### src/rtl/norm_scaler_pkg.sv
// Shared definitions for the norm_scaler normaliser.
//   state_t      : FSM encoding (IDLE / SHIFT / DONE)
//   MODE_*       : operating range select (reciprocal or sqrt core)
//   lo_*/hi_*    : convergence-interval bounds as functions of the fraction width
package norm_scaler_pkg;

  typedef enum logic [1:0] {
    IDLE  = 2'd0,
    SHIFT = 2'd1,
    DONE  = 2'd2
  } state_t;

  localparam logic MODE_RECIP = 1'b0;
  localparam logic MODE_SQRT  = 1'b1;

  // Reciprocal core converges on [0.75, 1.5].
  function automatic int lo_recip(input int frac);
    return 3 << (frac - 2);
  endfunction

  function automatic int hi_recip(input int frac);
    return 3 << (frac - 1);
  endfunction

  // Sqrt core converges on [0.5, 2.0).
  function automatic int lo_sqrt(input int frac);
    return 1 << (frac - 1);
  endfunction

  function automatic int hi_sqrt(input int frac);
    return (1 << (frac + 1)) - 1;
  endfunction

endpackage

### src/rtl/norm_range_cmp.sv
// Range classifier for the normaliser working value.
//   x        : working value, W+1 bits unsigned
//   mode     : MODE_RECIP / MODE_SQRT
//   shr      : x above the upper bound, shift right
//   shl      : x below the lower bound, shift left
//   in_range : x inside [LO, HI]
//   step     : shift amount per iteration (1 recip, 2 sqrt)
module norm_range_cmp
  import norm_scaler_pkg::*;
#(
  parameter int W    = 16,
  parameter int FRAC = 14,
  parameter int SHW  = 5
) (
  input  logic [W:0]     x,
  input  logic           mode,
  output logic           shr,
  output logic           shl,
  output logic           in_range,
  output logic [SHW-1:0] step
);

  localparam logic [W:0] LO_RECIP = (W+1)'(lo_recip(FRAC));
  localparam logic [W:0] HI_RECIP = (W+1)'(hi_recip(FRAC));
  localparam logic [W:0] LO_SQRT  = (W+1)'(lo_sqrt(FRAC));
  localparam logic [W:0] HI_SQRT  = (W+1)'(hi_sqrt(FRAC));

  logic [W:0] lo, hi;

  always_comb begin
    lo   = (mode == MODE_SQRT) ? LO_SQRT : LO_RECIP;
    hi   = (mode == MODE_SQRT) ? HI_SQRT : HI_RECIP;
    // Even step in sqrt mode keeps the total exponent adjustment halvable.
    step = (mode == MODE_SQRT) ? SHW'(2) : SHW'(1);
    shr      = (x > hi);
    shl      = (x < lo);
    in_range = !shr && !shl;
  end

endmodule

### src/rtl/norm_scaler.sv
// Iterative power-of-two normaliser in front of the Newton-Raphson cores.
//   clk, rst     : clock, synchronous active-high reset
//   start_i      : start pulse, sampled only in IDLE (with mode_i, x_i)
//   mode_i       : 0 reciprocal range, 1 sqrt range
//   x_i          : signed operand Qx.FRAC
//   ack_i        : consumer acknowledge, releases DONE
//   busy_o       : FSM not idle
//   done_o       : result valid, held until ack_i
//   err_o        : operand was <= 0 (qualified by done_o)
//   x_scaled_o   : normalised operand
//   shift_l_o/_r : accumulated left / right shift bits
// Every output is a flop; busy/done are registered from the next state.
module norm_scaler
  import norm_scaler_pkg::*;
#(
  parameter int W    = 16,
  parameter int FRAC = 14,
  parameter int SHW  = 5
) (
  input  logic           clk,
  input  logic           rst,
  input  logic           start_i,
  input  logic           mode_i,
  input  logic [W-1:0]   x_i,
  input  logic           ack_i,
  output logic           busy_o,
  output logic           done_o,
  output logic           err_o,
  output logic [W-1:0]   x_scaled_o,
  output logic [SHW-1:0] shift_l_o,
  output logic [SHW-1:0] shift_r_o
);

  state_t         state, nxt;
  logic [W:0]     x_w, x_nxt;       // extra MSB holds 2*B1 without overflow
  logic           mode_q, mode_nxt;
  logic [SHW-1:0] sl_nxt, sr_nxt, step;
  logic [W-1:0]   xs_nxt;
  logic           err_nxt;
  logic           shr, shl, in_rng;
  logic           x_pos;

  assign x_pos = !x_i[W-1] && (x_i != '0);

  norm_range_cmp #(.W(W), .FRAC(FRAC), .SHW(SHW)) u_cmp (
    .x        (x_w),
    .mode     (mode_q),
    .shr      (shr),
    .shl      (shl),
    .in_range (in_rng),
    .step     (step)
  );

  // State register, with busy/done registered from the next state.
  always_ff @(posedge clk) begin
    if (rst) begin
      state  <= IDLE;
      busy_o <= 1'b0;
      done_o <= 1'b0;
    end else begin
      state  <= nxt;
      busy_o <= (nxt != IDLE);
      done_o <= (nxt == DONE);
    end
  end

  // Next-state logic.
  always_comb begin
    nxt = state;
    case (state)
      IDLE:    if (start_i) nxt = x_pos ? SHIFT : DONE;
      SHIFT:   if (in_rng) nxt = DONE;
      DONE:    if (ack_i) nxt = IDLE;
      default: nxt = IDLE;
    endcase
  end

  // Datapath next values; everything holds by default.
  always_comb begin
    x_nxt    = x_w;
    mode_nxt = mode_q;
    sl_nxt   = shift_l_o;
    sr_nxt   = shift_r_o;
    xs_nxt   = x_scaled_o;
    err_nxt  = err_o;
    case (state)
      IDLE: if (start_i) begin
        sl_nxt = '0;
        sr_nxt = '0;
        if (x_pos) begin
          x_nxt    = {1'b0, x_i};
          mode_nxt = mode_i;
          err_nxt  = 1'b0;
        end else begin
          xs_nxt  = '0;
          err_nxt = 1'b1;
        end
      end
      SHIFT: begin
        if (shr) begin
          x_nxt  = x_w >> step;   // logical: operand is positive
          sr_nxt = shift_r_o + step;
        end else if (shl) begin
          x_nxt  = x_w << step;
          sl_nxt = shift_l_o + step;
        end else begin
          xs_nxt = x_w[W-1:0];
        end
      end
      DONE: if (ack_i) err_nxt = 1'b0;
      default: ;
    endcase
  end

  always_ff @(posedge clk) begin
    if (rst) begin
      x_w        <= '0;
      mode_q     <= MODE_RECIP;
      shift_l_o  <= '0;
      shift_r_o  <= '0;
      x_scaled_o <= '0;
      err_o      <= 1'b0;
    end else begin
      x_w        <= x_nxt;
      mode_q     <= mode_nxt;
      shift_l_o  <= sl_nxt;
      shift_r_o  <= sr_nxt;
      x_scaled_o <= xs_nxt;
      err_o      <= err_nxt;
    end
  end

endmodule

### config.mk
export PLATFORM = sky130hd
export DESIGN_NAME = norm_scaler
export DESIGN_NICKNAME = d
export VERILOG_FILES = /design/src/rtl/norm_scaler_pkg.sv /design/src/rtl/norm_range_cmp.sv /design/src/rtl/norm_scaler.sv
export SDC_FILE = /design/constraint.sdc
export NUM_CORES = 1
export LEC_CHECK = 0
export ABC_AREA = 1
export CORE_UTILIZATION = 40
export CTS_BUF_LIST = sky130_fd_sc_hd__clkbuf_4
export CTS_CLUSTER_DIAMETER = 120
export DETAILED_ROUTE_END_ITERATION = 8
export SYNTH_ARGS = -nofsm -noshare
export SYNTH_HDL_FRONTEND = slang
export SYNTH_SLANG_ARGS = --single-unit
### constraint.sdc
create_clock -name clk -period 2.8 [get_ports clk]
set_input_delay 0.42 -clock clk [delete_from_list [all_inputs] [get_ports clk]]
set_output_delay 0.42 -clock clk [all_outputs]
set_load 0.03 [all_outputs]
==> results of run 1 <==
==> flip-flops by register name, indices dropped and copies added, names as in the netlist <==
name	flops
shift_l_o	5
state	2
done_o	1
x_w	17
x_scaled_o	16
shift_r_o	5
busy_o	1
err_o	1
mode_q	1
==> stage by stage <==
| stage | utilization [%] | power (mW) | setup WS, ns | hold WS (ns) |
|---|---|---|---|---|
| floorplan | - | 1.48 | 0.257 | 0.462 |
| global placement | 48.4 | 1.74 | 0.162 | 0.452 |
| detailed placement | 48.4 | 1.75 | 0.0901 | 0.445 |
| CTS | 49.2 | 2.11 | 0.0673 | 0.465 |
| global route | 49.7 | 2.28 | 0.0220 | 0.490 |
| finish | 49.7 | 2.10 | 0.276 | 0.457 |
==> per-layer routing <==
metal  wire [um]  track usage (%)  up-vias
li1            -                -     1875
met1        4570             31.3     1633
met2        4170             34.4      106
met3         462             4.11       10
met4          74             5.05        0
met5           0                0        -
==> kinds of logic (layout without fill, tap and decap cells) <==
group	count (synthesis)	after routing	synth area share, %
AND/OR/NAND/NOR	320	320	42.3
buffers and inverters	102	146	12.0
AO/OA/AOI/OAI	54	54	8.11
flip-flops	49	49	28.6
adder cells (fa/ha/maj)	22	22	8.48
XOR/XNOR	2	2	0.512
==> repair_timing <==
action                     4_1_cts  5_1_grt
resized for setup                0        2
setup endpoints to repair        0       37
setup buffers                    0        5
==> cells in the mapped netlist, types with 3 or more instances <==
cell / number
a21oi_1: 19
nor2_1: 71
clkbuf_1: 14
buf_2: 7
inv_1: 67
nand2_1: 138
buf_4: 3
buf_1: 6
nand3_1: 48
o21ai_0: 32
ha_1: 20
nand4_1: 49
inv_2: 3
dfxtp_1: 49
nor3_1: 3
==> cells in the final DEF, fill, tap and decap left out <==
master           instances
nand2_1                138
nor2_1                  71
inv_1                   66
nand4_1                 49
dfxtp_1                 49
clkdlybuf4s50_1         49
nand3_1                 48
o21ai_0                 32
ha_1                    20
a21oi_1                 19
buf_4                   17
clkbuf_4                 7
nor3_1                   3
inv_2                    3
clkinvlp_4               2
nor2_4                   2
fa_1                     2
or2_0                    1
a21o_1                   1
nor2_2                   1
a21boi_0                 1
nand3_2                  1
nand4_2                  1
o211ai_1                 1
or2_1                    1
nand3_4                  1
clkinv_1                 1
xnor2_1                  1
and3_1                   1
nand3b_1                 1
xor2_1                   1
nor4_1                   1
buf_6                    1
==> area by class of cell <==
class | count | area, um^2 | share of cell area (%)
Multi-Input combinational cell | 398 | 2030 | 49.5
Sequential cell | 49 | 981 | 23.9
Timing Repair Buffer | 67 | 629 | 15.3
Inverter | 71 | 270 | 6.58
Tap cell | 105 | 131 | 3.20
Clock buffer | 7 | 52.6 | 1.28
Clock inverter | 1 | 7.51 | 0.183
==> report_power, final <==
part           leakage (nW)  internal [mW]  switching [mW]
Sequential            0.402          0.777          0.0780
Clock                0.0324          0.119           0.232
Combinational          1.42          0.337           0.556
Total                  1.85           1.23           0.866
==> final timing paths <==
check	end	slack [ns]	cells past startpoint
setup / recovery	x_scaled_o[2]	0.28	14
hold reg to reg	x_scaled_o[15]	0.46	2
hold / removal	x_scaled_o[15]	0.46	2
setup reg to reg	x_scaled_o[2]	0.28	14
==> critical path, delay by kind of cell, from the launching register on <==
kind / cells / cell delay [ns]
AO/OA/AOI/OAI: 1 / 0.17
adder cells (fa/ha/maj): 1 / 0.33
buffers and inverters: 4 / 0.70
flip-flops: 1 / 0.40
AND/OR/NAND/NOR: 8 / 0.86
==> results by group, run 1 <==
Status
  – Status: finished, final reports clean

Clocking
  – H-Tree Depth: 2
  – CTS tree: built
  – Post-CTS Hold Fix Bufs: 0
  – Clock Path Buffers: 2
  – CTS root buffer: clkbuf_4
  – CTS sink count: between 40 and 50
  – Clock Pin Slew Worst Setup and Hold Paths: approximately 0.15 ns
  – Worst skew pair latency: between 0.3 and 0.4 ns
  – TritonCTS buffer count: 5

Critical path
  – Worst EP required: 3.12 ns
  – Worst Setup SP: mode_q
  – Worst path cell trace: clkinvlp_4, buf_4, ha_1, a21o_1, nor2_1, nand2_1, nand2_1, nand3_2, nand3_1, buf_6, nand3_4, nand2_1, inv_1, nor2_1
  – Reg2reg start: mode_q
  – CP Data Arrival Time: between 2 and 3 ns
  – Crit. End Element: flip-flop
  – Critical path startpoint category: flip-flop
  – Max incr delay on CP: around 0.4 ns
  – CP Max Fanout: 37
  – Slowest CP cell: dfxtp_1
  – Crit-path most repeated cell: nand2_1
  – Crit path kind: flip-flop to flip-flop

Layout
  – Fill cells: 893
  – Post-route cell area: just over 0.004 mm^2
  – Inserted Diodes: 0
  – Share of cells above drive strength 1: 6.07%
  – Final std cells w/o fill: roughly 700
  – Nets: ~640
  – Area added between synthesis and finish: 19.9%

STA
  – Max Fclk: a little under 400 MHz
  – Crit path time final: 2.52 ns
  – RSZ-0062 raised after global routing: false
  – Setup TNS: 0 ns
  – Max Slew Vio Count: 0
  – Final period util: between 90% and 100%
  – Final setup viols: 0
  – Final Hold Vio Count: 0
  – Worst-Margin Slew: 0.534 ns
  – Clock skew: about 0.012 ns
  – Slew Limit Headroom: about 64%

Yosys
  – Synth warn: 0
  – Number of flops mapped to enable cells by yosys: 0
  – Yosys cell types: 32
  – Top cell type by total area after synthesis: dfxtp_1
  – Async SR Flop Fraction: 0%
  – Top FF cell, synth: dfxtp_1
  – Sequential share of the synthesized area: between 20% and 30%
  – Post-Syn Instances: around 550
  – Syn_nets: 592
  – Post-synth top area share: between 20 and 30%
  – Yosys reg bits: 49
  – Post-Syn Area: between 0.003 and 0.004 mm^2
  – Avg Synthesized Cell Area: about 6.2 um^2
  – Synth area leaders: dfxtp_1 29%, nand2_1 15%, nand4_1 9.0%, nor2_1 7.8%, inv_1 7.3%

Drt
  – Routed len/inst: ~13 um
  – 1st-pass router iterations: 5
  – Via Count: ~3600
  – Antenna viol nets, final: 0
  – Total wire length: between 9000 and 10000 um
  – Initial drt markers: 258
  – Residual DRC: 0
  – Routed vias/inst: 5.19

Floorplan
  – Die width: between 90 and 100 um
  – Starting density of the core: 41.5%
  – I/O pin total: 50
  – Core Area: slightly above 0.008 mm^2
  – Full die area: between 0.008 and 0.009 mm^2
  – # rows: 33
  – Die Y-Extent: about 95 um

GRT
  – Gr ovfl total: 0
  – Largest net degree at the start of global routing: 53
  – Global-route total usage across every layer: 22.0%
  – First-pass GRT wire length: ~16000 um
  – Initial antenna violation count: 0
  – Number of global-route vias before repair: 3195

Placement
  – Placement Cell Area: 0.00400 mm^2
  – Port bufs: a little under 50
  – Final GP Congestion: just under 0.9
  – Placed Cells: between 600 and 700
  – Final HPWL DP: between 6000 and 7000 um

Power and ir drop
  – Maximum vdd drop: roughly 0.00019 V
  – Total leakage power: around 1.9 nW
  – PwrDens: approximately 510 mW/mm^2

Hold path
  – HP Class: flip-flop to flip-flop
  – Worst hold start: x_scaled_o[15]

Job
  – Max-cap check violation count: 0
No activity file was read; power rests on OpenSTA's default activity.
==> run 2: changes to the inputs <==
CORE_ASPECT_RATIO = 2   (was not set)
==> run 2 against run 1 <==
Via count rose by 1.5%. Global-route usage grew 2.1 points. Sequential power about the same. Largest power group unchanged. Largest cell class unchanged. Routed wire length increased by 8.7%. Worst hold slack worse by 0.0011 ns. Highest routed layer unchanged. Non-clock buffer count is 7 higher. Count of clock-buffer cells in the layout shrank 2.
==> results by group, run 2 (synthesis gave the netlist of run 1 again) <==
GRT
  – Number of global-route vias before repair: ~3500
  – Largest net degree at the start of global routing: 53
  – Global-route total usage across every layer: 24.1%
  – First-pass GRT wire length: around 16000 um
  – Initial antenna violation count: 1
  – Gr ovfl total: 0

STA
  – Final period util: between 90% and 100%
  – Final Hold Vio Count: 0
  – Final setup viols: 0
  – Worst-Margin Slew: roughly 0.68 ns
  – Setup TNS: 0 ns
  – Crit path time final: about 2.5 ns
  – Slew Limit Headroom: 54.8%
  – Max Fclk: slightly below 400 MHz
  – RSZ-0062 raised after global routing: false
  – Max Slew Vio Count: 0
  – Clock skew: between 0.02 and 0.03 ns

Drt
  – 1st-pass router iterations: 4
  – Routed len/inst: around 14 um
  – Routed vias/inst: about 5.3
  – Met1 WL: around 4000 um
  – Total wire length: slightly above 10000 um
  – Antenna viol nets, final: 0
  – Highest routed layer: met4
  – Via Count: approximately 3700
  – Residual DRC: 0
  – Met3 WL: roughly 310 um
  – Initial drt markers: 209
  – Routed wl met2: ~5500 um

Layout
  – Area added between synthesis and finish: 21.6%
  – Largest registers: x_w (17), x_scaled_o (16)
  – Max reg flops: 17
  – Largest Register: x_w
  – Fin util: 50.2%
  – Most common cell after layout, fill and taps aside: nand2_1
  – Share of cells above drive strength 1: under 10%
  – Nets: about 640
  – Commonest non-fill, non-tap cells in the layout: 138 x nand2_1, 71 x nor2_1, 66 x inv_1

Power and ir drop
  – Total leakage power: ~1.9 nW
  – Maximum vdd drop: 0.000286 V
  – Power, Total: between 2 and 2.5 mW
  – PwrDens: between 500 and 600 mW/mm^2

Placement
  – Final GP Congestion: 0.892
  – Port bufs: 49
  – Final HPWL DP: 7450 um

Floorplan
  – Core Area: slightly above 0.008 mm^2
  – Die Y-Extent: about 130 um
  – Starting density of the core: between 40% and 50%
  – # rows: 47
  – I/O pin total: 50
  – Full die area: about 0.009 mm^2
  – Die width: 67.4 um

Clocking
  – Worst skew pair latency: 0.39 ns
  – H-Tree Depth: 2
  – TritonCTS buffer count: 5
  – CTS root buffer: clkbuf_4
  – CTS tree: built
  – CTS sink count: between 40 and 50
  – Clock Path Buffers: 2
  – Post-CTS Hold Fix Bufs: 0
  – Clock Pin Slew Worst Setup and Hold Paths: between 0.15 and 0.2 ns

Critical path
  – Slowest CP cell: dfxtp_1
  – Worst r2r path cells: 17
  – Crit path kind: flip-flop to flip-flop
  – CP Max Fanout: 17
  – Max incr delay on CP: around 0.42 ns
  – Reg2reg start: mode_q
  – CP Data Arrival Time: 2.85 ns
  – Crit. End Element: flip-flop
  – Worst EP required: around 3.1 ns
  – Crit-path most repeated cell: nand2_1
  – Crit Reg-Reg Endpoint: x_scaled_o[4]
  – Critical path startpoint category: flip-flop
  – R2R Setup Slk: between 0.2 and 0.3 ns
  – Worst path cell trace: clkinvlp_4, buf_4, ha_1, nand2_1, inv_1, nand2_1, nand2_1, nand2_1, nand2_1, nand2_1, nand3_2, nand3_1, buf_4, nand3_2, nand2_1, inv_1, nor2_1

Hold path
  – Sink of the worst hold path: x_scaled_o[15]
  – Worst hold start: x_scaled_o[15]
  – HP Class: flip-flop to flip-flop
  – Worst Hold Depth: 2

Job
  – Max-cap check violation count: 0

Status
  – Status: finished, final reports clean
==> run 2: critical path, delay by kind of cell (launching register included) <==
kind / cells / cell delay [ns]
simple gates: 11 / 1.00
flops: 1 / 0.42
fa+ha+maj: 1 / 0.30
buf+inv: 5 / 0.72
==> run 2: timing repair <==
action / in CTS / in global routing
setup endpoints to repair: 0 / 31
buffers inserted: 0 / 5
gates resized for setup: 0 / 1
==> run 2: routing by layer <==
metal | track usage (%) | up-vias
met2 | 44.0 | 81
met5 | 0 | -
met1 | 26.8 | 1690
met3 | 2.93 | 15
met4 | 9.57 | 0
li1 | - | 1894
==> run 2: worst max-delay path by stage <==
stage | slack [ns] | end | startpoint | depth (start not counted)
finish | 0.27 | x_scaled_o[4] | mode_q | 17
CTS | 0.21 | x_w[7] | mode_q | 16
global placement | 0.30 | busy_o | mode_q | 12
global route | 0.0008 | x_scaled_o[11] | mode_q | 17
detailed placement | 0.26 | x_w[7] | mode_q | 16
floorplan | 0.26 | x_w[13] | mode_q | 14
==> run 2: stage by stage <==
stage          instances  hold WS, ns  setup slack [ns]  cell area, um^2
2_1_floorplan        549        0.462             0.257             3420
3_3_place_gp         685        0.431             0.300             4040
3_5_place_dp         685        0.435             0.258             4040
4_1_cts              693        0.458             0.208             4100
5_1_grt              700        0.478          0.000842             4170
6_report             700        0.456             0.272             4170
==> run 2: power by group <==
group          leakage, nW  switching, mW  internal [mW]
combinational         1.46          0.579          0.361
clock               0.0326          0.256         0.0959
sequential           0.402         0.0750          0.777
==> run 2: final cells by class <==
class / instances / area (um^2)
clock buffer: 5 / 37.5
timing repair buffer: 74 / 691
sequential: 49 / 981
inverter: 71 / 270
multi-input combinational: 399 / 2040
antenna: 1 / 2.50
clock inverter: 3 / 17.5
tap: 98 / 123
fill: 890 / 4130
==> run 3: changes to the inputs <==
CTS_CLUSTER_DIAMETER = 30   (was 120)
SETUP_SLACK_MARGIN = 0.3   (was not set)
==> run 3 against run 2 <==
Utilization grew 2.9 points. Setup slack gained 0.15 ns. Fmax grew 6.2%. Cell count grew 0.57%.
==> results by group, run 3 (synthesis gave the netlist of run 1 again) <==
STA
  – Crit path time final: around 2.4 ns
  – Final period util: 85.0%
  – Slew Limit Headroom: between 50% and 60%
  – RSZ-0062 raised after global routing: false
  – PnR worst setup slack: between 0.4 and 0.5 ns
  – Max Slew Vio Count: 0
  – Clock skew: around 0.019 ns
  – Worst-Margin Slew: about 0.65 ns
  – Final Hold Vio Count: 0
  – Max Fclk: ~420 MHz
  – Final setup viols: 0
  – Setup TNS: 0 ns

Critical path
  – Worst r2r path cells: 17
  – Reg2reg start: mode_q
  – Critical path startpoint category: flip-flop
  – Worst path cell trace: clkinvlp_4, buf_6, ha_1, nand2_1, inv_1, nand2_1, nand2_1, nand2_1, nand2_1, nand2_2, nand3_4, nand3_4, buf_4, clkbuf_16, nand4_1, nand2_1, nor2_1
  – R2R Setup Slk: about 0.42 ns
  – Crit path kind: flip-flop to flip-flop
  – Max incr delay on CP: a little under 0.4 ns
  – Crit-path most repeated cell: nand2_1
  – Crit Reg-Reg Endpoint: x_scaled_o[6]
  – Slowest CP cell: dfxtp_2
  – CP Max Fanout: 19
  – Worst EP required: slightly above 3 ns
  – Crit. End Element: flip-flop
  – CP Data Arrival Time: 2.67 ns

GRT
  – Number of global-route vias before repair: roughly 3400
  – Global-route total usage across every layer: approximately a quarter
  – Gr ovfl total: 0
  – Initial antenna violation count: 0
  – Largest net degree at the start of global routing: between 50 and 60
  – First-pass GRT wire length: ~16000 um

Clocking
  – H-Tree Depth: 2
  – CTS root buffer: clkbuf_4
  – Clock Pin Slew Worst Setup and Hold Paths: 0.13 ns
  – Worst skew pair latency: between 0.3 and 0.4 ns
  – Post-CTS Hold Fix Bufs: 0
  – TritonCTS buffer count: 5
  – CTS tree: built
  – Clock Path Buffers: 2
  – CTS sink count: ~50

Placement
  – Pre-CTS WS: slightly below 0.2 ns
  – Final GP Congestion: 0.856
  – Port bufs: 49
  – Placed Cells: 679
  – Final HPWL DP: ~7400 um

Layout
  – Share of cells above drive strength 1: a little over a tenth
  – Largest registers: x_w (17), x_scaled_o (16)
  – Inserted Diodes: 0
  – Largest Register: x_w
  – Most common cell after layout, fill and taps aside: nand2_1
  – Max reg flops: 17
  – Commonest non-fill, non-tap cells in the layout: 134 x nand2_1, 68 x nor2_1, 66 x inv_1, 49 x nand4_1, 49 x clkdlybuf4s50_1
  – Fill cells: slightly below 900
  – Area added between synthesis and finish: 28.6%
  – Nets: 650
  – Fin util: between 50% and 60%
  – Final std cells w/o fill: ~700

Power and ir drop
  – Cell Int Power: approximately 1.3 mW
  – Total leakage power: slightly below 2 nW
  – Switching share of total power: between 40% and 50%
  – Power, Total: 2.20 mW
  – Maximum vdd drop: 0.000270 V
  – Sw power: between 0.9 and 1 mW
  – Flop pwr share: about two fifths
  – Gate power share: between 40% and 50%
  – Clk pwr share: 14.6%
  – PwrDens: between 400 and 500 mW/mm^2

Floorplan
  – Die width: a little under 70 um
  – I/O pin total: 50
  – Full die area: around 0.0090 mm^2
  – # rows: 47
  – Starting density of the core: around 41%
  – Die Y-Extent: approximately 130 um
  – Core Area: around 0.0083 mm^2

Drt
  – Routed len/inst: about 15 um
  – Total wire length: ~11000 um
  – Via Count: 3761
  – Residual DRC: 0
  – Initial drt markers: 162
  – Antenna viol nets, final: 0
  – Routed vias/inst: ~5.3
  – 1st-pass router iterations: 5

Job
  – Max-cap check violation count: 0

Hold path
  – Sink of the worst hold path: x_scaled_o[15]
  – Worst hold start: x_scaled_o[15]
  – Worst Hold Depth: 2
  – HP Class: flip-flop to flip-flop

Status
  – Status: finished, final reports clean
-- run 3: worst max-delay path: cells and delay by family, from the launching register on --
kind / cells / cell delay, ns
adders and majority gates: 1 / 0.31
DFF: 1 / 0.39
buffers and inverters: 5 / 0.74
and+or+nand+nor: 11 / 0.85
-- run 3: how the worst max path moves through the flow --
| stage | slack, ns | endpoint | from | depth (start not counted) |
|---|---|---|---|---|
| after floorplan | 0.34 | x_w[13] | mode_q | 14 |
| after global placement | 0.20 | x_scaled_o[1] | x_i[12] | 11 |
| after detailed placement | 0.20 | x_scaled_o[10] | x_i[12] | 11 |
| after CTS | 0.30 | x_scaled_o[10] | mode_q | 13 |
| after global routing | 0.27 | shift_l_o[3] | mode_q | 9 |
| final | 0.42 | x_scaled_o[6] | mode_q | 17 |
-- run 3: metrics by stage --
step                      hold slack (ns)  area, um^2
after floorplan                     0.462        3430
after global placement              0.430        4020
after detailed placement            0.429        4020
after CTS                           0.450        4080
after global routing                0.459        4410
final                               0.446        4410
-- run 3: final cells by class --
type,instances,area (um^2),share of cell area (%)
clock buffer,5,37.5,0.852
inverter,71,270,6.13
timing repair buffer,81,838,19.0
sequential,49,982,22.3
tap,98,123,2.78
multi-input combinational,399,2150,48.8
clock inverter,1,5.00,0.114
-- run 3: repair_timing --
| item | 4_1_cts | 5_1_grt |
|---|---|---|
| pin swaps | 1 | 10 |
| gates cloned | 0 | 4 |
| setup endpoints to repair | 18 | 41 |
| buffers inserted | 1 | 14 |
| gates resized for setup | 2 | 28 |
-- run 3: power by group through the flow --
stage          logic [mW]  registers [mW]  clock network (mW)
2_1_floorplan       0.564           0.920                   0
3_3_place_gp        0.888           0.871                   0
3_5_place_dp        0.898           0.871                   0
4_1_cts             0.917           0.855               0.337
5_1_grt              1.14           0.868               0.364
6_report             1.02           0.861               0.322
-- run 3: per-layer routing --
metal	part of all wire, %	up-vias	global-route usage, %
li1	-	1903	-
met1	38	1688	25.8
met2	52	126	42.0
met3	4.1	44	2.93
met4	6.0	0	15.1
met5	0	-	0
